$ cat src/rtl/sdram_arb_pkg.sv
// Shared types for the two-port SDRAM arbiter: requester ids and the
// registered controller command.
package sdram_arb_pkg;

    localparam int SDRAM_ADDR_W = 26;
    localparam int SDRAM_DATA_W = 16;

    typedef enum logic {
        REQ_A = 1'b0,
        REQ_B = 1'b1
    } req_id_t;

    typedef struct packed {
        logic [SDRAM_ADDR_W-1:0] addr;
        logic [SDRAM_DATA_W-1:0] writedata;
        logic [1:0]              byteenable_n;
        logic                    read_n;
        logic                    write_n;
    } sdram_cmd_t;

    localparam sdram_cmd_t CMD_IDLE = '{
        addr:         '0,
        writedata:    '0,
        byteenable_n: 2'b11,
        read_n:       1'b1,
        write_n:      1'b1
    };

endpackage

$ cat src/rtl/sdram_tag_fifo.sv
// Records which requester issued each outstanding read, in issue order,
// so returning read data can be steered back to its owner.
module sdram_tag_fifo
    import sdram_arb_pkg::*;
#(
    parameter  int DEPTH = 4,
    localparam int PTR_W = $clog2(DEPTH),
    localparam int CNT_W = PTR_W + 1
) (
    input  logic             clock,
    input  logic             reset_n,
    input  logic             push_i,
    input  req_id_t          push_id_i,
    input  logic             pop_i,
    output req_id_t          head_o,
    output logic [CNT_W-1:0] count_o,
    output logic             empty_o,
    output logic             full_o
);

    req_id_t          mem_q [DEPTH];
    logic [PTR_W-1:0] wr_ptr_q, wr_ptr_d;
    logic [PTR_W-1:0] rd_ptr_q, rd_ptr_d;
    logic [CNT_W-1:0] count_q, count_d;
    logic             do_push;
    logic             do_pop;

    assign empty_o = (count_q == '0);
    assign full_o  = (count_q == CNT_W'(DEPTH));
    assign head_o  = mem_q[rd_ptr_q];
    assign count_o = count_q;

    // Pointer wrap relies on DEPTH being a power of two.
    assign do_pop  = pop_i && !empty_o;
    assign do_push = push_i && !full_o;

    always_comb begin
        wr_ptr_d = wr_ptr_q;
        rd_ptr_d = rd_ptr_q;
        count_d  = count_q;
        if (do_push) begin
            wr_ptr_d = wr_ptr_q + 1'b1;
        end
        if (do_pop) begin
            rd_ptr_d = rd_ptr_q + 1'b1;
        end
        if (do_push && !do_pop) begin
            count_d = count_q + 1'b1;
        end else if (do_pop && !do_push) begin
            count_d = count_q - 1'b1;
        end
    end

    always_ff @(posedge clock) begin
        if (!reset_n) begin
            wr_ptr_q <= '0;
            rd_ptr_q <= '0;
            count_q  <= '0;
        end else begin
            wr_ptr_q <= wr_ptr_d;
            rd_ptr_q <= rd_ptr_d;
            count_q  <= count_d;
        end
    end

    always_ff @(posedge clock) begin
        if (do_push) begin
            mem_q[wr_ptr_q] <= push_id_i;
        end
    end

endmodule

$ cat src/rtl/sdram_arbiter.sv
// Two-port Avalon-MM arbiter in front of the SDRAM controller: port A
// (waveform fetch) has priority, port B (host loader) is protected from starvation.
module sdram_arbiter
    import sdram_arb_pkg::*;
#(
    parameter  int MAX_OUTSTANDING = 4,
    parameter  int STARVE_LIMIT    = 8,
    localparam int CNT_W           = $clog2(MAX_OUTSTANDING) + 1,
    localparam int STARVE_W        = $clog2(STARVE_LIMIT + 1)
) (
    input  logic                    clock,
    input  logic                    reset_n,

    input  logic [SDRAM_ADDR_W-1:0] a_address,
    input  logic                    a_read,
    input  logic                    a_write,
    input  logic [SDRAM_DATA_W-1:0] a_writedata,
    input  logic [1:0]              a_byteenable,
    output logic                    a_waitrequest,
    output logic [SDRAM_DATA_W-1:0] a_readdata,
    output logic                    a_readdata_valid,

    input  logic [SDRAM_ADDR_W-1:0] b_address,
    input  logic                    b_read,
    input  logic                    b_write,
    input  logic [SDRAM_DATA_W-1:0] b_writedata,
    input  logic [1:0]              b_byteenable,
    output logic                    b_waitrequest,
    output logic [SDRAM_DATA_W-1:0] b_readdata,
    output logic                    b_readdata_valid,

    output logic [SDRAM_ADDR_W-1:0] sdram_addr,
    output logic [1:0]              sdram_byteenable_n,
    output logic                    sdram_chipselect,
    output logic [SDRAM_DATA_W-1:0] sdram_writedata,
    output logic                    sdram_read_n,
    output logic                    sdram_write_n,
    input  logic [SDRAM_DATA_W-1:0] sdram_readdata,
    input  logic                    sdram_readdata_valid,
    input  logic                    sdram_waitrequest,

    output logic [CNT_W-1:0]        outstanding,
    output logic                    protocol_error
);

    localparam logic [STARVE_W-1:0] STARVE_MAX = STARVE_W'(STARVE_LIMIT);

    sdram_cmd_t          cmd_q, cmd_d;
    logic                cs_q, cs_d;
    logic [STARVE_W-1:0] starve_q, starve_d;
    logic                perr_q, perr_d;

    logic    a_req, b_req;
    logic    grant_b;
    logic    win_rd, win_wr;
    logic    reg_free;
    logic    capture;
    req_id_t fifo_head;
    logic    fifo_empty, fifo_full;

    assign a_req = a_read | a_write;
    assign b_req = b_read | b_write;

    // Read+write together is illegal and is executed as a read.
    assign grant_b  = b_req && (!a_req || (starve_q == STARVE_MAX));
    assign win_rd   = grant_b ? b_read : a_read;
    assign win_wr   = grant_b ? (b_write & ~b_read) : (a_write & ~a_read);
    assign reg_free = !cs_q || !sdram_waitrequest;

    // Full is the pre-pop state, so a read never slips in on a pop cycle.
    assign capture = reset_n && reg_free && (a_req || b_req) && (win_wr || !fifo_full);

    assign a_waitrequest = !(capture && !grant_b);
    assign b_waitrequest = !(capture && grant_b);

    always_comb begin
        cmd_d = cmd_q;
        cs_d  = cs_q;
        if (capture) begin
            cs_d               = 1'b1;
            cmd_d.addr         = grant_b ? b_address : a_address;
            cmd_d.writedata    = grant_b ? b_writedata : a_writedata;
            cmd_d.byteenable_n = grant_b ? ~b_byteenable : ~a_byteenable;
            cmd_d.read_n       = ~win_rd;
            cmd_d.write_n      = ~win_wr;
        end else if (reg_free) begin
            cs_d          = 1'b0;
            cmd_d.read_n  = 1'b1;
            cmd_d.write_n = 1'b1;
        end
    end

    always_comb begin
        starve_d = starve_q;
        if (!b_req || (capture && grant_b)) begin
            starve_d = '0;
        end else if (capture && (starve_q != STARVE_MAX)) begin
            starve_d = starve_q + 1'b1;
        end
    end

    assign perr_d = perr_q
                  | (a_read & a_write)
                  | (b_read & b_write)
                  | (sdram_readdata_valid & fifo_empty);

    always_ff @(posedge clock) begin
        if (!reset_n) begin
            cmd_q    <= CMD_IDLE;
            cs_q     <= 1'b0;
            starve_q <= '0;
            perr_q   <= 1'b0;
        end else begin
            cmd_q    <= cmd_d;
            cs_q     <= cs_d;
            starve_q <= starve_d;
            perr_q   <= perr_d;
        end
    end

    sdram_tag_fifo #(
        .DEPTH (MAX_OUTSTANDING)
    ) u_tag_fifo (
        .clock     (clock),
        .reset_n   (reset_n),
        .push_i    (capture && win_rd),
        .push_id_i (grant_b ? REQ_B : REQ_A),
        .pop_i     (sdram_readdata_valid),
        .head_o    (fifo_head),
        .count_o   (outstanding),
        .empty_o   (fifo_empty),
        .full_o    (fifo_full)
    );

    assign a_readdata       = sdram_readdata;
    assign b_readdata       = sdram_readdata;
    assign a_readdata_valid = sdram_readdata_valid && !fifo_empty && (fifo_head == REQ_A);
    assign b_readdata_valid = sdram_readdata_valid && !fifo_empty && (fifo_head == REQ_B);

    assign sdram_addr         = cmd_q.addr;
    assign sdram_writedata    = cmd_q.writedata;
    assign sdram_byteenable_n = cmd_q.byteenable_n;
    assign sdram_read_n       = cmd_q.read_n;
    assign sdram_write_n      = cmd_q.write_n;
    assign sdram_chipselect   = cs_q;
    assign protocol_error     = perr_q;

endmodule

$ cat config.mk
export PLATFORM = sky130hd
export DESIGN_NAME = sdram_arbiter
export DESIGN_NICKNAME = d
export VERILOG_FILES = /design/src/rtl/sdram_arb_pkg.sv /design/src/rtl/sdram_tag_fifo.sv /design/src/rtl/sdram_arbiter.sv
export SDC_FILE = /design/constraint.sdc
export NUM_CORES = 1
export LEC_CHECK = 0
export CAP_MARGIN = 10
export CORE_MARGIN = 3
export CORE_UTILIZATION = 37
export DETAILED_ROUTE_END_ITERATION = 8
export PLACE_DENSITY = 0.86
export REMOVE_ABC_BUFFERS = 1
export SLEW_MARGIN = 20
export SYNTH_ARGS = -nofsm -noshare
export SYNTH_HDL_FRONTEND = slang
export SYNTH_SLANG_ARGS = --single-unit
$ cat constraint.sdc
create_clock -name clock -period 3.7 [get_ports clock]
set_input_delay 0.37 -clock clock [delete_from_list [all_inputs] [get_ports clock]]
set_output_delay 0.37 -clock clock [all_outputs]
set_load 0.01 [all_outputs]
# [Yosys cells after proc, flatten, opt, wreduce, memory -nomap -nowiden]
# Memories as Yosys holds them, arrays and structs flattened. A register that Yosys moved wholly into a read port is not among the register bits.
# Cells that the tools add are included.
# W data, S select, Z words.
[totals] ram_bits=4 output_inout_bits=87 mem_count=1 in_bits=112 reg_bits=59
[op_classes] n_eq_ne=3 add_sub_neg=5 bitwise=18 n_mux=16 n_reduce_logical=34
[memory_table] memory="u_tag_fifo.mem_q" depth=4 width=1 rd=1 rd_clocked_by_memory_dff=1 write_ports=1 line_no="sdram_tag_fifo.sv:21" rtl="req_id_t mem_q [DEPTH];"
[op_table] op="$mux W26" count=1
[op_table] op="$mux W16" count=1
[op_table] op="$logic_and A1 B1 Y1" count=14
[op_table] op="$logic_not A1 Y1" count=11
[op_table] op="$mux W2" count=5
[op_table] op="$mux W1" count=7
[op_table] op="$mux W3" count=2
[op_table] op="$not A1 Y1" count=6
[op_table] op="$and A1 B1 Y1" count=5
[op_table] op="$logic_or A1 B1 Y1" count=5
[op_table] op="$or A1 B1 Y1" count=5
[op_table] op="$add A2 B1 Y2 const B" count=2
[op_table] op="$add A4 B1 Y4 const B" count=1
[op_table] op="$eq A4 B4 Y1 const B" count=1
[op_table] op="$ne A4 B4 Y1 const B" count=1
[op_table] op="$not A2 Y2" count=2
[op_table] op="$reduce_bool A2 Y1" count=2
[op_table] op="$add A3 B1 Y3 const B" count=1
[op_table] op="$eq A3 B3 Y1 const B" count=1
[op_table] op="$logic_not A3 Y1" count=1
[op_table] op="$sub A3 B1 Y3 const B" count=1
[op_table] op="$reduce_or A2 Y1" count=1

# [Longest topological paths before layout]
# Gate-level depths: netlist of the first run.
[depth] depth_word=13 mapped_depth=12

# [Modules after synthesis]
# From an unflattened synthesis of the first run, not the netlist that was laid out.
[unflattened] cells_unflattened=354 area_unflattened_um2=3550.9
[by_module_without_submodules] module="sdram_arbiter" area_each_um2=2919.0 cells_per_inst=301 instances=1 seq_area_each_um2=1041.0
[by_module_without_submodules] module="sdram_tag_fifo" area_each_um2=631.9 cells_per_inst=53 instances=1 seq_area_each_um2=300.3

# [Worst setup path before layout of the first run]
# OpenSTA, ideal clock, no wires.
[synth_path] path_kind="reg2reg" from="reg starve_q[0]" to="reg u_tag_fifo.count_q[2] (netlist: u_tag_fifo.count_o[2])" arrival_time_ns=2.638 path_buffers=0 path_stages_with_launch=13 period_less_slack_ns=2.713 setup_time_ns=0.076 slack_ns=0.987 cell_sequence="dfxtp_1 -> inv_1 -> ha_1 -> and3b_4 -> a221oi_4 -> o21a_1 -> and2_1 -> ha_1 -> inv_1 -> fa_1 -> xor2_1 -> or3_1 -> a21boi_0"
[synth_via] elab_chain_len=11 word_cells_on_any_way=14 classes_between="eq/ne (1); mux (3); reduce/logical (10)"
[synth_lines] element="start: declaration" line_no="sdram_arbiter.sv:50" rtl="logic [STARVE_W-1:0] starve_q, starve_d;"
[synth_lines] element="start signal: assignment" line_no="sdram_arbiter.sv:116" rtl="starve_q <= starve_d;"
[synth_lines] element="$eq A4 B4 Y1 (*)" line_no="sdram_arbiter.sv:65" rtl="assign grant_b = b_req && (!a_req || (starve_q == STARVE_MAX));"
[synth_lines] element="$logic_or A1 B1 Y1 (*)" line_no="sdram_arbiter.sv:65"
[synth_lines] element="$logic_and A1 B1 Y1 (*)" line_no="sdram_arbiter.sv:65"
[synth_lines] element="$mux W1" line_no="sdram_arbiter.sv:67" rtl="assign win_wr = grant_b ? (b_write & ~b_read) : (a_write & ~a_read);"
[synth_lines] element="$logic_or A1 B1 Y1" line_no="sdram_arbiter.sv:71" rtl="assign capture = reset_n && reg_free && (a_req || b_req) && (win_wr || !fifo_full);"
[synth_lines] element="$logic_and A1 B1 Y1" line_no="sdram_arbiter.sv:71"
[synth_lines] element="$logic_and A1 B1 Y1 (*)" line_no="sdram_arbiter.sv:126" rtl=".push_i (capture && win_rd),"
[synth_lines] element="$logic_and A1 B1 Y1 (*)" line_no="sdram_tag_fifo.sv:35" rtl="assign do_push = push_i && !full_o;"
[synth_lines] element="via u_tag_fifo.do_push" line_no="sdram_tag_fifo.sv:25" rtl="logic do_push;"
[synth_lines] element="$logic_not A1 Y1" line_no="sdram_tag_fifo.sv:49" rtl="end else if (do_pop && !do_push) begin"
[synth_lines] element="$logic_and A1 B1 Y1" line_no="sdram_tag_fifo.sv:49"
[synth_lines] element="$reduce_bool A2 Y1 (no source line)"
[synth_lines] element="end signal: assignment" line_no="sdram_tag_fifo.sv:62" rtl="count_q <= count_d;"
[synth_lines] element="end: declaration" line_no="sdram_tag_fifo.sv:24" rtl="logic [CNT_W-1:0] count_q, count_d;"
# The timed path passes the listed nets; every way through them passes the cells marked *.
# A chain may end at the register's enable or synchronous reset.

# [Final worst setup path of the first run]
[layout_path] from="reg starve_q[0]" to="out b_waitrequest"
[layout_via] elab_chain_len=8
[layout_lines] element="$eq A4 B4 Y1 (*)" line_no="sdram_arbiter.sv:65"
[layout_lines] element="$logic_or A1 B1 Y1 (*)" line_no="sdram_arbiter.sv:65"
[layout_lines] element="$logic_and A1 B1 Y1 (*)" line_no="sdram_arbiter.sv:65"
[layout_lines] element="via grant_b" line_no="sdram_arbiter.sv:54" rtl="logic grant_b;"
[layout_lines] element="$mux W1" line_no="sdram_arbiter.sv:67"
[layout_lines] element="$logic_or A1 B1 Y1" line_no="sdram_arbiter.sv:71"
[layout_lines] element="$logic_and A1 B1 Y1" line_no="sdram_arbiter.sv:71"
[layout_lines] element="$logic_and A1 B1 Y1 (*)" line_no="sdram_arbiter.sv:74" rtl="assign b_waitrequest = !(capture && grant_b);"
[layout_lines] element="$logic_not A1 Y1 (*)" line_no="sdram_arbiter.sv:74"
[layout_lines] element="end: declaration" line_no="sdram_arbiter.sv:28" rtl="output logic b_waitrequest,"
# Marks and branches as above.

==> summary.txt, run 1 <==
Yosys
  • Top cells by area, synth: dfxtp_1, mux2i_1, buf_4
  • Yosys reg bits: 65
  • Share of the synthesized area in the top cell type: 0.383
  • Synth area leader: dfxtp_1
  • Mapped Cells: around 350
  • Avg Inst Size Synth: 9.14 um2
  • Synth unique cells: 39
  • Synth warnings: 0
  • Cell area after synthesis: 0.00319 mm2
  • Sequential share of the synthesized area: 0.420

STA
  • Worst Hold Slack: 0.460 ns
  • Rel. slew slack: 0.284
  • Tcrit/Tclk final: 0.891
  • Unrepaired setup endpoints after global routing: no
  • Final setup viols: 0
  • Min Clock Period, post-route: 3.30 ns
  • Measured slew at the worst slew-check pin: 1.07 ns
  • Count of final hold-check violations: 0
  • Clk_skew: roughly 0.0075 ns
  • F_max: 303 MHz
  • Slew Limit Fails: 0

CTS
  • CTS tree: built
  • Clk slew on worst S/H paths: 0.07 ns
  • Cts bufs inserted: 9
  • Post-CTS Setup Bufs: 0
  • Clk_lat worst skew: roughly 0.33 ns
  • CTS Hold Bufs: 0
  • CTS Buffer Depth: 2
  • Clock sinks: 65
  • Root Buffer: clkbuf_8
  • Resize count post-CTS: 0
  • H-tree levels: 3

Route
  • Vias per cell: 5.03
  • Wire per inst: 15.2 um
  • Final ANT Viol Nets: 0
  • Initial detailed-routing violation count: 83
  • Drt drc: 0
  • WL final: between 8 and 9 mm
  • Vias: 2859
  • Number of detailed-route iterations in the first pass: 4

Setup path
  • Most frequent CP cell: inv_1
  • CP Capture Type: primary output
  • Worst setup SP type: flip-flop
  • CP endpoint: b_waitrequest
  • R2r endpoint: u_tag_fifo.count_o[2]
  • Crit path from: starve_q[0]
  • Crit path kind: reg2out
  • RR Startpoint: starve_q[0]
  • CP max-delay cell: o21ai_4
  • CP arrival: slightly below 3 ns
  • Critical path's largest stage delay: roughly 0.72 ns
  • CP required: 3.33 ns
  • CP max FO: 24
  • R2r setup slk: roughly 0.42 ns
  • Reg2reg path depth: 12
  • CP cell instances: inv_1 > ha_1 > and3b_4 > o21ai_4 > inv_1 > nand2_1 > clkdlybuf4s50_1

Placement
  • Placed cells: 553
  • I/O Buffers: 150
  • Placer congestion estimate: 0.836
  • DP HPWL: 6.65 mm

Worst hold path
  • Worst min path class: reg2reg
  • Hold wc startpoint: sdram_addr[21]

Global routing
  • Largest net degree at the start of global routing: 58
  • Tot GR Track Use: 0.175
  • Antenna violations before repair: 0
  • Global-route wire length before repair: 13.8 mm
  • Grt ovf: 0
  • Vias in the first global route: roughly 2900

Floorplan
  • Initial core utilization: 0.384
  • I/O pin count: just under 200
  • Die width: 98.9 um
  • Core Area: 0.00830 mm2
  • Die ar.: between 0.009 and 0.01 mm2
  • Rows: 33
  • Chip height: 98.9 um

Cells and area
  • Fin util: 0.570
  • Final Non-Filler Cells: 568
  • Multi-input logic area: about 0.0015 mm2
  • FF+latch area: 0.00134 mm2
  • Area Growth Syn to Fin: 48.2%
  • Most common library cell in the layout ignoring fill and taps: clkdlybuf4s50_1
  • Most frequent cells in the layout: clkdlybuf4s50_1, dfxtp_1, o21ai_0
  • Final net count: around 580
  • Filler instances: 690
  • Antenna cell count: 0
  • Layout cell share with drive strength beyond 1: 0.0497

Power
  • Peak VDD IR: 0.215 mV
  • LEAKAGE: roughly 2 nW
  • PwrDens: 480 mW/mm2

Run status
  • Status: finished, final reports clean

Job
  • Max cap viols: 0
## area by class of cell
| cell class | count | share of cell area |
|---|---|---|
| clock buffers | 12 | 0.0328 |
| clock inverters | 3 | 0.00847 |
| inverters | 9 | 0.00714 |
| multi-input cells | 221 | 0.316 |
| flip-flops and latches | 65 | 0.284 |
| well taps | 105 | 0.0278 |
| repair buffers | 153 | 0.324 |
## cell usage after synthesis
library cell,n
or3_1,2
buf_6,1
xor2_1,2
buf_1,4
o21ai_2,1
xnor2_1,2
fa_1,1
o211ai_1,3
and3b_4,1
a21boi_0,2
nand2_1,18
o21ai_0,48
or4_1,1
nor3b_1,1
ha_1,7
inv_1,9
o21ai_1,5
nand2b_1,2
o311a_1,1
edfxtp_1,4
nor2b_1,2
clkbuf_1,12
a221oi_4,1
dfxtp_1,61
nand3b_1,1
o21a_1,1
and2_1,6
or2_1,1
a21oi_1,5
buf_2,4
nand4_1,2
and3_1,4
nor2_1,8
mux4_2,1
nor3_1,1
a221oi_1,1
nand3_1,47
buf_4,33
mux2i_1,43
## kinds of logic (layout without fill, tap and decap cells)
family | after synthesis | in the layout | share of synthesized area
buf+inv | 63 | 177 | 0.117
mux | 44 | 44 | 0.142
flops | 65 | 65 | 0.420
simple gates | 97 | 97 | 0.154
compound gates | 68 | 68 | 0.122
xor+xnor | 4 | 4 | 0.0110
fa+ha+maj | 8 | 8 | 0.0337
## state kept, by name, indices dropped and copies added (netlist names), named ones only
name	count
protocol_error	1
sdram_addr	26
sdram_byteenable_n	2
sdram_chipselect	1
sdram_read_n	1
sdram_write_n	1
sdram_writedata	16
starve_q	4
u_tag_fifo.count_o	3
u_tag_fifo.mem_q	4
u_tag_fifo.rd_ptr_q	2
u_tag_fifo.wr_ptr_q	2
## worst max-delay path: cells and delay by family (launching register included)
kind	cells	cell delay, ns
fa+ha+maj	1	0.21
simple gates	2	0.36
buf+inv	3	0.94
flops	1	0.37
compound gates	1	0.72
## worst min-delay path by stage
| stage | to | slack [ns] | cells past startpoint |
|---|---|---|---|
| 2_1_floorplan | sdram_write_n | 0.43 | 1 |
| 3_3_place_gp | sdram_addr[21] | 0.45 | 2 |
| 3_5_place_dp | sdram_addr[21] | 0.46 | 2 |
| 4_1_cts | sdram_addr[21] | 0.47 | 2 |
| 5_1_grt | sdram_writedata[6] | 0.50 | 2 |
| 6_report | sdram_addr[21] | 0.46 | 2 |
## report_power, final
group,internal (mW),switching (mW)
Combinational,0.426,0.330
Sequential,0.839,0.0821
Clock,0.342,0.252
## stage by stage
stage	setup TNS, ns	instance area, um2	worst slack [ns]	total power [mW]
3_3_place_gp	0	4530	0.406	1.67
4_1_cts	0	4730	0.400	2.30
3_5_place_dp	0	4530	0.194	1.70
6_report	0	4730	0.403	2.27
2_1_floorplan	-40.75	2850	-1.44	1.26
5_1_grt	0	4730	0.179	2.41
## per-layer routing
| layer | GRT usage | wire length, um |
|---|---|---|
| met1 | 0.196 | 3470 |
| met2 | 0.276 | 3990 |
| met3 | 0.0948 | 1040 |
| met4 | 0.0735 | 152 |
| met5 | 0.0103 | 0 |
No activity file was read; power rests on OpenSTA's default activity.
==> run 2: changes to the inputs <==
Settings changed: CORE_ASPECT_RATIO from default to 0.6, SETUP_SLACK_MARGIN from default to 0.4.
==> run 2 against run 1 <==
  * Combinational power increased by 1%
  * Global-route usage is essentially flat
  * Hold slack worse by 0.0014 ns
  * Clock power up 32%
  * Highest routed layer unchanged
==> summary.txt, run 2 (same netlist as run 1, synthesis figures left out) <==
Floorplan
  • Core Area: 0.00813 mm2
  • Die width: 126 um
  • Initial core utilization: 0.392
  • Rows: 25
  • Die ar.: approximately 0.01 mm2
  • I/O pin count: 199
  • Chip height: 77.9 um

Setup path
  • Crit path kind: reg2out
  • R2r setup slk: 0.61 ns
  • RR Startpoint: starve_q[0]
  • Reg2reg path depth: 12
  • Crit path from: starve_q[0]
  • Worst setup SP type: flip-flop
  • CP required: between 3 and 4 ns
  • CP arrival: around 2.7 ns
  • CP Capture Type: primary output
  • CP max FO: 16
  • R2r endpoint: u_tag_fifo.count_o[2]

STA
  • Rel. slew slack: 0.315
  • TNS Setup: 0 ns
  • Count of final hold-check violations: 0
  • Clk_skew: 0.00411 ns
  • Slew Limit Fails: 0
  • F_max: 324 MHz
  • Unrepaired setup endpoints after global routing: no
  • Measured slew at the worst slew-check pin: around 1.0 ns
  • Tcrit/Tclk final: 0.834
  • Min Clock Period, post-route: 3.09 ns
  • Setup ws final: roughly 0.61 ns
  • Worst Hold Slack: between 0.4 and 0.5 ns
  • Final setup viols: 0

CTS
  • H-tree levels: 3
  • CTS Buffer Depth: 2
  • CTS Hold Bufs: 0
  • CTS tree: built
  • Clk_lat worst skew: 0.32 ns
  • Root Buffer: clkbuf_16
  • Clock sinks: 65
  • Clk slew on worst S/H paths: 0.05 ns
  • Cts bufs inserted: 9

Worst hold path
  • Min-Delay Path Depth: 2
  • Hold EP: sdram_addr[20]
  • Worst min path class: reg2reg
  • Hold wc startpoint: sdram_addr[20]

Global routing
  • Global-route wire length before repair: 13.8 mm
  • Vias in the first global route: 2775
  • Tot GR Track Use: 0.176
  • Largest net degree at the start of global routing: 58
  • Grt ovf: 0
  • Antenna violations before repair: 0

Route
  • Vias: 2874
  • Vias per cell: 5.01
  • Drt drc: 0
  • Number of detailed-route iterations in the first pass: 4
  • Wire per inst: 15.3 um
  • WL final: 8.80 mm
  • Final ANT Viol Nets: 0
  • Initial detailed-routing violation count: 89

Power
  • Peak VDD IR: about 0.25 mV
  • LEAKAGE: between 2 and 2.5 nW
  • PwrDens: 510 mW/mm2

Cells and area
  • Final net count: 582
  • Most common library cell in the layout ignoring fill and taps: clkdlybuf4s50_1
  • Antenna cell count: 0
  • Area Growth Syn to Fin: 51.6%
  • Final Non-Filler Cells: 574
  • Layout cell share with drive strength beyond 1: 0.0579
  • Most frequent cells in the layout: clkdlybuf4s50_1, dfxtp_1, o21ai_0
  • Max FFs per register: 26

Placement
  • Placed cells: between 500 and 600
  • DP HPWL: 6.63 mm
  • Placer congestion estimate: 0.885
  • DP Worst Slack: 0.103 ns
  • I/O Buffers: 150

Job
  • Max cap viols: 0

Run status
  • Status: finished, final reports clean
-- run 2: cell count changes in the layout (fill, tap and decap cells not counted), sizes merged --
cell	change
buf	+3
bufinv	-1
clkbuf	+1
clkinv	-1
clkinvlp	+1
-- run 2: worst max path at each step --
stage	endpoint	slack [ns]	depth (start not counted)
finish	b_waitrequest	0.61	7
detailed placement	u_tag_fifo.count_o[2]	0.10	11
global placement	u_tag_fifo.count_o[2]	0.37	11
CTS	u_tag_fifo.count_o[2]	0.47	12
global route	b_waitrequest	0.40	7
floorplan	starve_q[3]	-1.44	7
-- run 2: timing repair --
item                       4_1_cts  5_1_grt
gates resized for setup          1        1
setup endpoints to repair        1        2
pin swaps                        0        2
buffers inserted                 0        2
-- run 2: through the flow --
step	total power, mW	utilization	cell area (um2)
floorplan	1.26	-	2850
global placement	1.67	0.557	4530
detailed placement	1.70	0.557	4530
CTS	2.49	0.592	4820
global route	2.61	0.595	4840
finish	2.47	0.595	4840
-- run 2: final cells by class --
type                            count  area (um2)
Clock inverter                      2        12.5
Tap cell                          108         135
Multi-Input combinational cell    221        1500
Inverter                            9        33.8
Clock buffer                       13         270
Timing Repair Buffer              156        1540
Fill cell                         686        3300
Sequential cell                    65        1340
-- run 2: routing by layer --
layer	global-route usage	vias up	wire length (um)
met4	0.0375	0	55
met2	0.256	155	3730
met1	0.213	1291	3740
li1	-	1418	-
met3	0.123	10	1270
met5	0	-	0
-- run 2: critical path: stages, from the launching register on --
cell             delay [ns]
dfxtp_1                0.38
inv_1                  0.08
ha_1                   0.21
and3b_4                0.22
o21ai_4                0.51
inv_1                  0.31
nand2_1                0.14
clkdlybuf4s50_1        0.54
-- run 2: where the power goes --
part           switching [mW]  total (mW)  leakage, nW  internal [mW]
Combinational           0.334       0.765         1.35          0.431
Clock                   0.279       0.782        0.138          0.503
Sequential             0.0812       0.922        0.543          0.841
